`src/rtl/fetch_unit_pkg.sv`:
```
// Shared constants for the fetch stage: default width, NOP encoding, instruction field positions, PC step.
package fetch_unit_pkg;

  localparam int          XLEN_DEF  = 32;
  localparam logic [31:0] NOP_INSTR = 32'h0000_0013;
  localparam int          PC_INC    = 4;

  localparam int OP_LSB = 0;
  localparam int OP_MSB = 6;
  localparam int F3_LSB = 12;
  localparam int F3_MSB = 14;
  localparam int F7_LSB = 25;
  localparam int F7_MSB = 31;

  function automatic int cnt_width(input int depth);
    return $clog2(depth) + 1;
  endfunction

endpackage

```
`src/rtl/fetch_fifo.sv`:
```
// Instruction buffer for the fetch stage: synchronous FIFO with flush; DEPTH must be a power of two.
module fetch_fifo #(
  parameter int DEPTH = 2,
  parameter int WIDTH = 64
) (
  input  logic                   clk,
  input  logic                   rst,
  input  logic                   push,
  input  logic                   pop,
  input  logic                   flush,
  input  logic [WIDTH-1:0]       wdata,
  output logic [WIDTH-1:0]       rdata,
  output logic [$clog2(DEPTH):0] count,
  output logic                   full,
  output logic                   empty
);
  localparam int PW = $clog2(DEPTH);
  localparam int CW = PW + 1;

  logic [WIDTH-1:0] mem [DEPTH];
  logic [PW-1:0]    wr_ptr;
  logic [PW-1:0]    rd_ptr;

  always_ff @(posedge clk or negedge rst) begin
    if (!rst) begin
      wr_ptr <= '0;
      rd_ptr <= '0;
      count  <= '0;
    end else if (flush) begin
      wr_ptr <= '0;
      rd_ptr <= '0;
      count  <= '0;
    end else begin
      if (push) wr_ptr <= wr_ptr + PW'(1);
      if (pop)  rd_ptr <= rd_ptr + PW'(1);
      count <= count + CW'(push) - CW'(pop);
    end
  end

  // Storage carries no reset; count/empty gate every read.
  always_ff @(posedge clk) begin
    if (push && !flush) mem[wr_ptr] <= wdata;
  end

  assign rdata = mem[rd_ptr];
  assign full  = (count == CW'(DEPTH));
  assign empty = (count == '0);

endmodule

```
`src/rtl/fetch_unit.sv`:
```
// Instruction fetch: PC, credit-limited imem requests, response discard after redirects, decoded ID outputs.
// Optional FETCH_PERF_EN adds perf_fetched / perf_flushed counters.
module fetch_unit
  import fetch_unit_pkg::*;
#(
  parameter int              XLEN       = XLEN_DEF,
  parameter logic [XLEN-1:0] RESET_PC   = '0,
  parameter int              FIFO_DEPTH = 2
) (
  input  logic            clk,
  input  logic            rst,
  output logic            imem_req,
  output logic [XLEN-1:0] imem_addr,
  input  logic            imem_gnt,
  input  logic            imem_rvalid,
  input  logic [31:0]     imem_rdata,
  input  logic            redirect,
  input  logic [XLEN-1:0] redirect_pc,
  output logic            id_valid,
  input  logic            id_ready,
  output logic [31:0]     id_instr,
  output logic [XLEN-1:0] id_pc,
  output logic [6:0]      id_op,
  output logic [2:0]      id_funct3,
  output logic [6:0]      id_funct7
`ifdef FETCH_PERF_EN
  ,
  output logic [31:0]     perf_fetched,
  output logic [31:0]     perf_flushed
`endif
);
  localparam int CW = cnt_width(FIFO_DEPTH);
  localparam int EW = XLEN + 32;

  logic [XLEN-1:0] pc_q;
  logic [XLEN-1:0] resp_pc;
  logic [XLEN-1:0] target_pc;
  logic [CW-1:0]   outstanding;
  logic [CW-1:0]   discard;
  logic [CW-1:0]   count;
  logic [CW:0]     credit_used;
  logic [EW-1:0]   head;
  logic            run_q, full, empty, grant, drop, push, pop;

  assign target_pc   = redirect_pc & ~XLEN'(3);
  assign credit_used = {1'b0, count} + {1'b0, outstanding};

  // run_q keeps imem_req low while reset is asserted.
  assign imem_req  = run_q && !redirect && (credit_used < (CW+1)'(FIFO_DEPTH));
  assign imem_addr = pc_q;
  assign grant     = imem_req && imem_gnt;
  assign drop      = imem_rvalid && (discard != '0);
  assign push      = imem_rvalid && !drop && !redirect && !full;
  assign pop       = id_valid && id_ready && !redirect;

  fetch_fifo #(.DEPTH(FIFO_DEPTH), .WIDTH(EW)) u_fifo (
    .clk   (clk),
    .rst   (rst),
    .push  (push),
    .pop   (pop),
    .flush (redirect),
    .wdata ({resp_pc, imem_rdata}),
    .rdata (head),
    .count (count),
    .full  (full),
    .empty (empty)
  );

  assign id_valid  = !empty;
  assign id_instr  = empty ? NOP_INSTR : head[31:0];
  assign id_pc     = empty ? resp_pc : head[EW-1:32];
  assign id_op     = id_instr[OP_MSB:OP_LSB];
  assign id_funct3 = id_instr[F3_MSB:F3_LSB];
  assign id_funct7 = id_instr[F7_MSB:F7_LSB];

  always_ff @(posedge clk or negedge rst) begin
    if (!rst) begin
      run_q       <= 1'b0;
      pc_q        <= RESET_PC;
      resp_pc     <= RESET_PC;
      outstanding <= '0;
      discard     <= '0;
    end else begin
      run_q       <= 1'b1;
      outstanding <= outstanding + CW'(grant) - CW'(imem_rvalid);
      if (redirect) begin
        // Everything still in flight after this cycle belongs to the old stream.
        pc_q    <= target_pc;
        resp_pc <= target_pc;
        discard <= outstanding - CW'(imem_rvalid);
      end else begin
        if (grant) pc_q    <= pc_q + XLEN'(PC_INC);
        if (push)  resp_pc <= resp_pc + XLEN'(PC_INC);
        if (drop)  discard <= discard - CW'(1);
      end
    end
  end

`ifdef FETCH_PERF_EN
  // Newly condemned work: buffered entries plus in-flight words not already marked for discard.
  always_ff @(posedge clk or negedge rst) begin
    if (!rst) begin
      perf_fetched <= '0;
      perf_flushed <= '0;
    end else begin
      if (pop)      perf_fetched <= perf_fetched + 32'd1;
      if (redirect) perf_flushed <= perf_flushed + 32'(count) + 32'(outstanding) - 32'(discard);
    end
  end
`endif

endmodule
```
`config.mk`:
```
export PLATFORM = sky130hd
export DESIGN_NAME = fetch_unit
export DESIGN_NICKNAME = d
export VERILOG_FILES = /design/src/rtl/fetch_unit_pkg.sv /design/src/rtl/fetch_fifo.sv /design/src/rtl/fetch_unit.sv
export SDC_FILE = /design/constraint.sdc
export NUM_CORES = 1
export LEC_CHECK = 0
export BUFFER_PORTS_ARGS = -buffer_cell sky130_fd_sc_hd__clkbuf_2
export CAP_MARGIN = 30
export CORE_ASPECT_RATIO = 0.75
export CORE_MARGIN = 1.5
export CORE_UTILIZATION = 50
export DETAILED_ROUTE_END_ITERATION = 10
export GPL_TIMING_DRIVEN = 0
export MAX_ROUTING_LAYER = met4
export PLACE_DENSITY_LB_ADDON = 0.1
export SKIP_CTS_REPAIR_TIMING = 1
export SLEW_MARGIN = 10
export SYNTH_ARGS = -nofsm -noshare
export SYNTH_HDL_FRONTEND = slang
export SYNTH_SLANG_ARGS = --single-unit
```
`constraint.sdc`:
```
create_clock -name clk -period 5.55 [get_ports clk]
set_input_delay 1.11 -clock clk [delete_from_list [all_inputs] [get_ports clk]]
set_output_delay 1.11 -clock clk [all_outputs]
set_load 0.02 [all_outputs]
```
==> flow_summary_export.csv <==
group,metric,value,unit
outcome,outcome,"completed",
timing,finalSetupTns,0,ns
floorplan,core-area,0.01755,sq mm
route,via_count,6169,
logic_synthesis,synth_edf_count,124,
critical_path,crit_buf_inv,4,
critical_path,path_cells,"nor2_1, clkbuf_1, clkbuf_1, nor2_1, buf_4, clkbuf_2",
floorplan,initial_core_util,50.92,%
logic_synthesis,synth_top_area_cell,"edfxtp_1",
timing,worstMarginPinSlew,0.9318,ns
worst_hold_path,hold_path.class,"reg -> reg",
power_and_ir_drop,clkPwrFrac,26.9,%
layout,mostFrequentLayoutCell,"clkbuf_2",
global_route,antenna_found_initial,0,
route,wl_per_cell,18.01,microns
timing,rsz0062_at_grt,"false",
critical_path,slowest_stage,"nor2_1",
power_and_ir_drop,comb_power_share,31.3,%
logic_synthesis,synth.area.top_cells,"edfxtp_1, dfrtp_1, mux2i_1",
timing,setup_viol,0,
timing,relSlewSlack,37.88,%
clock_network,clkSlewWorstSetupHoldPaths,0.07,ns
worst_hold_path,whs_path_depth,1,
clock_network,clock_sinks,193,
floorplan,die_y,118.8,microns
floorplan,die_w,157.4,microns
global_route,gr-usage-all-layers,24.44,%
job,cap_violations,0,
logic_synthesis,async_flop_share,35.75,%
critical_path,startpoint_type,"flip-flop",
global_route,grt_pass1_vias,6179,
clock_network,cts_tree,"done",
layout,final_cell_mix,"clkbuf_2, edfxtp_1, dfrtp_1",
timing,period_minus_slack,3.858,ns
global_route,use_met1,35.06,%
route,final_antenna_net_count,0,
logic_synthesis,synthesis.area,0.008937,sq mm
power_and_ir_drop,intPower,2.823,mW
layout,drive_gt1_share,30.27,%
critical_path,critPathCaptureType,"primary output",
logic_synthesis,yosys_warnings,0,
floorplan,rows,42,
power_and_ir_drop,peakVddDrop,0.0001900,V
route,drt_wl_total,21.01,mm
global_route,use_met2,35.46,%
floorplan,dieArea,0.01869,sq mm
timing,fin_crit_sh,69.51,%
worst_hold_path,holdPathEnd,"outstanding[0]$_DFF_PN0_",
critical_path,rrSetupSlack,2.67,ns
power_and_ir_drop,switching_share,35.51,%
global_route,grt_overflow,0,
critical_path,reg2reg_depth,12,
floorplan,ioPinCount,185,
logic_synthesis,synth_cell_types,43,
layout,area_delta_synth_final,21.25,%
route,detail_route.vias_per_cell,5.286,
layout,antenna_cells,0,
route,drc,0,
critical_path,timing.rr.start,"u_fifo.count[0]$_DFF_PN0_",
timing,max_freq,259.2,MHz
clock_network,cts_made_buffers,17,
critical_path,worstPathMaxFanout,10,
layout,layout.cells.non_filler,1167,
global_route,grt-busiest-layer,"met2",
power_and_ir_drop,p_switching,1.554,mW
logic_synthesis,synthFlopType,"edfxtp_1",
timing,finalMaxSlewViolations,0,
placement,port_buffers,178,
placement,dp_cells,1135,
critical_path,critPathKind,"reg -> out",
critical_path,timing.rr.end,"outstanding[1]$_DFF_PN0_",
timing,hold_viol_final,0,
worst_hold_path,worstHoldStart,"outstanding[0]$_DFF_PN0_",
global_route,grt_max_degree,60,
global_route,grt_first_pass_wirelength,33.29,mm
placement,place_hpwl,15.19,mm
global_route,met3_usage,5.647,%
clock_network,cts_root_buffer,"clkbuf_16",
critical_path,slowest_delay,0.66,ns
route,drtIter0Drc,352,
logic_synthesis,synth_cells,707,
logic_synthesis,synth_top_area_share,41.66,%
route,first_pass_iters,5,
layout,final_nets,991,
logic_synthesis,synth_seq_cells,193,
clock_network,h-tree-depth,4,
critical_path,path_delay_family,"buffers and inverters",
critical_path,cp.required,4.44,ns
power_and_ir_drop,p_leak,4.284,nW
power_and_ir_drop,p_per_area,404.0,mW/mm^2
layout,final_core_util,61.74,%
power_and_ir_drop,p_seq_share,41.8,%
timing,fin_worst_skew,0.007337,ns
clock_network,clk_latency,0.43,ns
logic_synthesis,avgSynthCellArea,12.64,sq um
clock_network,clockBufferDepth,2,
logic_synthesis,seq_area_frac_synth,60.98,%
placement,gp_congestion,0.8717,
critical_path,cp_data_arrival_time,2.75,ns
-- kinds of logic (layout without fill, tap and decap cells) --
logic type               Yosys count  after routing  synth area share, %
XOR/XNOR                          61             61                5.978
other                              2              5              0.08403
multiplexers                      98             98                11.44
buffers and inverters             64            279                3.570
AND/OR/NAND/NOR                  218            218                12.63
flip-flops                       193            193                60.98
adder cells (fa/ha/maj)            9              9                1.344
AO/OA/AOI/OAI                     62             62                3.976
-- power groups by stage --
stage | Sequential (mW) | Clock (mW) | Combinational, mW
4_1_cts | 1.83 | 1.20 | 1.39
6_report | 1.83 | 1.18 | 1.37
2_1_floorplan | 1.85 | 0 | 0.886
5_1_grt | 1.85 | 1.26 | 1.49
3_5_place_dp | 1.86 | 0 | 1.38
3_3_place_gp | 1.86 | 0 | 1.33
-- area by class of cell --
cell class / instances / area, sq um
fillers: 1459 / 6715
clock inverters: 15 / 132.6
multi-input cells: 453 / 3196
flip-flops and latches: 193 / 5450
inverters: 13 / 48.80
clock buffers: 17 / 425.4
well taps: 242 / 302.8
repair buffers: 183 / 1011
plain buffers: 51 / 270.3
-- synth_stat cells (8+ instances only) --
| library cell | number |
|---|---|
| edfxtp_1 | 124 |
| dfrtp_1 | 69 |
| mux2i_1 | 65 |
| nand2_1 | 62 |
| nor2_1 | 52 |
| o21ai_0 | 37 |
| xnor2_1 | 36 |
| mux2_2 | 33 |
| nand4_1 | 25 |
| xor2_1 | 25 |
| clkbuf_1 | 24 |
| nand3_1 | 22 |
| buf_4 | 21 |
| inv_1 | 13 |
| and3_1 | 12 |
| a21boi_0 | 11 |
| ha_1 | 8 |
-- sequential cells by signal, summed over array words and instances (netlist names) --
signal,cells
discard,2
u_fifo.wr_ptr,1
outstanding,2
u_fifo.rd_ptr,1
u_fifo.mem,124
run_q,1
imem_addr,30
resp_pc,30
u_fifo.count,2
-- worst max-delay path by stage --
stage                         startpoint  slack (ns)                     endpoint  depth (start not counted)
2_1_floorplan                imem_rvalid        0.99   u_fifo.mem[0][0]$_DFFE_PP_                          4
3_3_place_gp                    redirect       -0.62  u_fifo.mem[0][56]$_DFFE_PP_                          4
3_5_place_dp                    redirect        1.94   u_fifo.mem[0][8]$_DFFE_PP_                          6
4_1_cts        u_fifo.count[1]$_DFF_PN0_        1.64                 id_instr[28]                          6
5_1_grt        u_fifo.count[1]$_DFF_PN0_        1.46                 id_instr[28]                          6
6_report       u_fifo.count[1]$_DFF_PN0_        1.69                 id_instr[28]                          6
-- through the flow --
stage          setup WS [ns]  hold slack (ns)  total power [mW]  cell area [sq um]
6_report               1.692           0.5211             4.378              10840
5_1_grt                1.463           0.5686             4.604              10840
4_1_cts                1.639           0.5344             4.416              10840
3_5_place_dp           1.944           0.5185             3.237              10280
3_3_place_gp         -0.6207           0.4898             3.185              10150
2_1_floorplan         0.9912           0.4723             2.740               8954
-- routing by layer --
layer  share of wire [%]  routed length, microns  vias to the layer above
met3                 6.6                    1383                       16
met1                  48                   10060                     2977
met2                  45                    9354                      234
met4                 1.0                     214                        0
li1                    -                       -                     2942
met5                   0                       0                        -
-- worst reg2reg max path: stages (launching register included) --
cell and delay (ns):
dfrtp_1 0.37, inv_1 0.08, nor2_1 0.14, fa_1 0.47, nand4bb_1 0.19, clkbuf_1 0.24, nor2_1 0.34, inv_1 0.12
ha_1 0.29, inv_1 0.04, ha_1 0.18, xnor2_1 0.19, xnor2_1 0.14
Note: power is estimated with default switching activity, not from simulation.
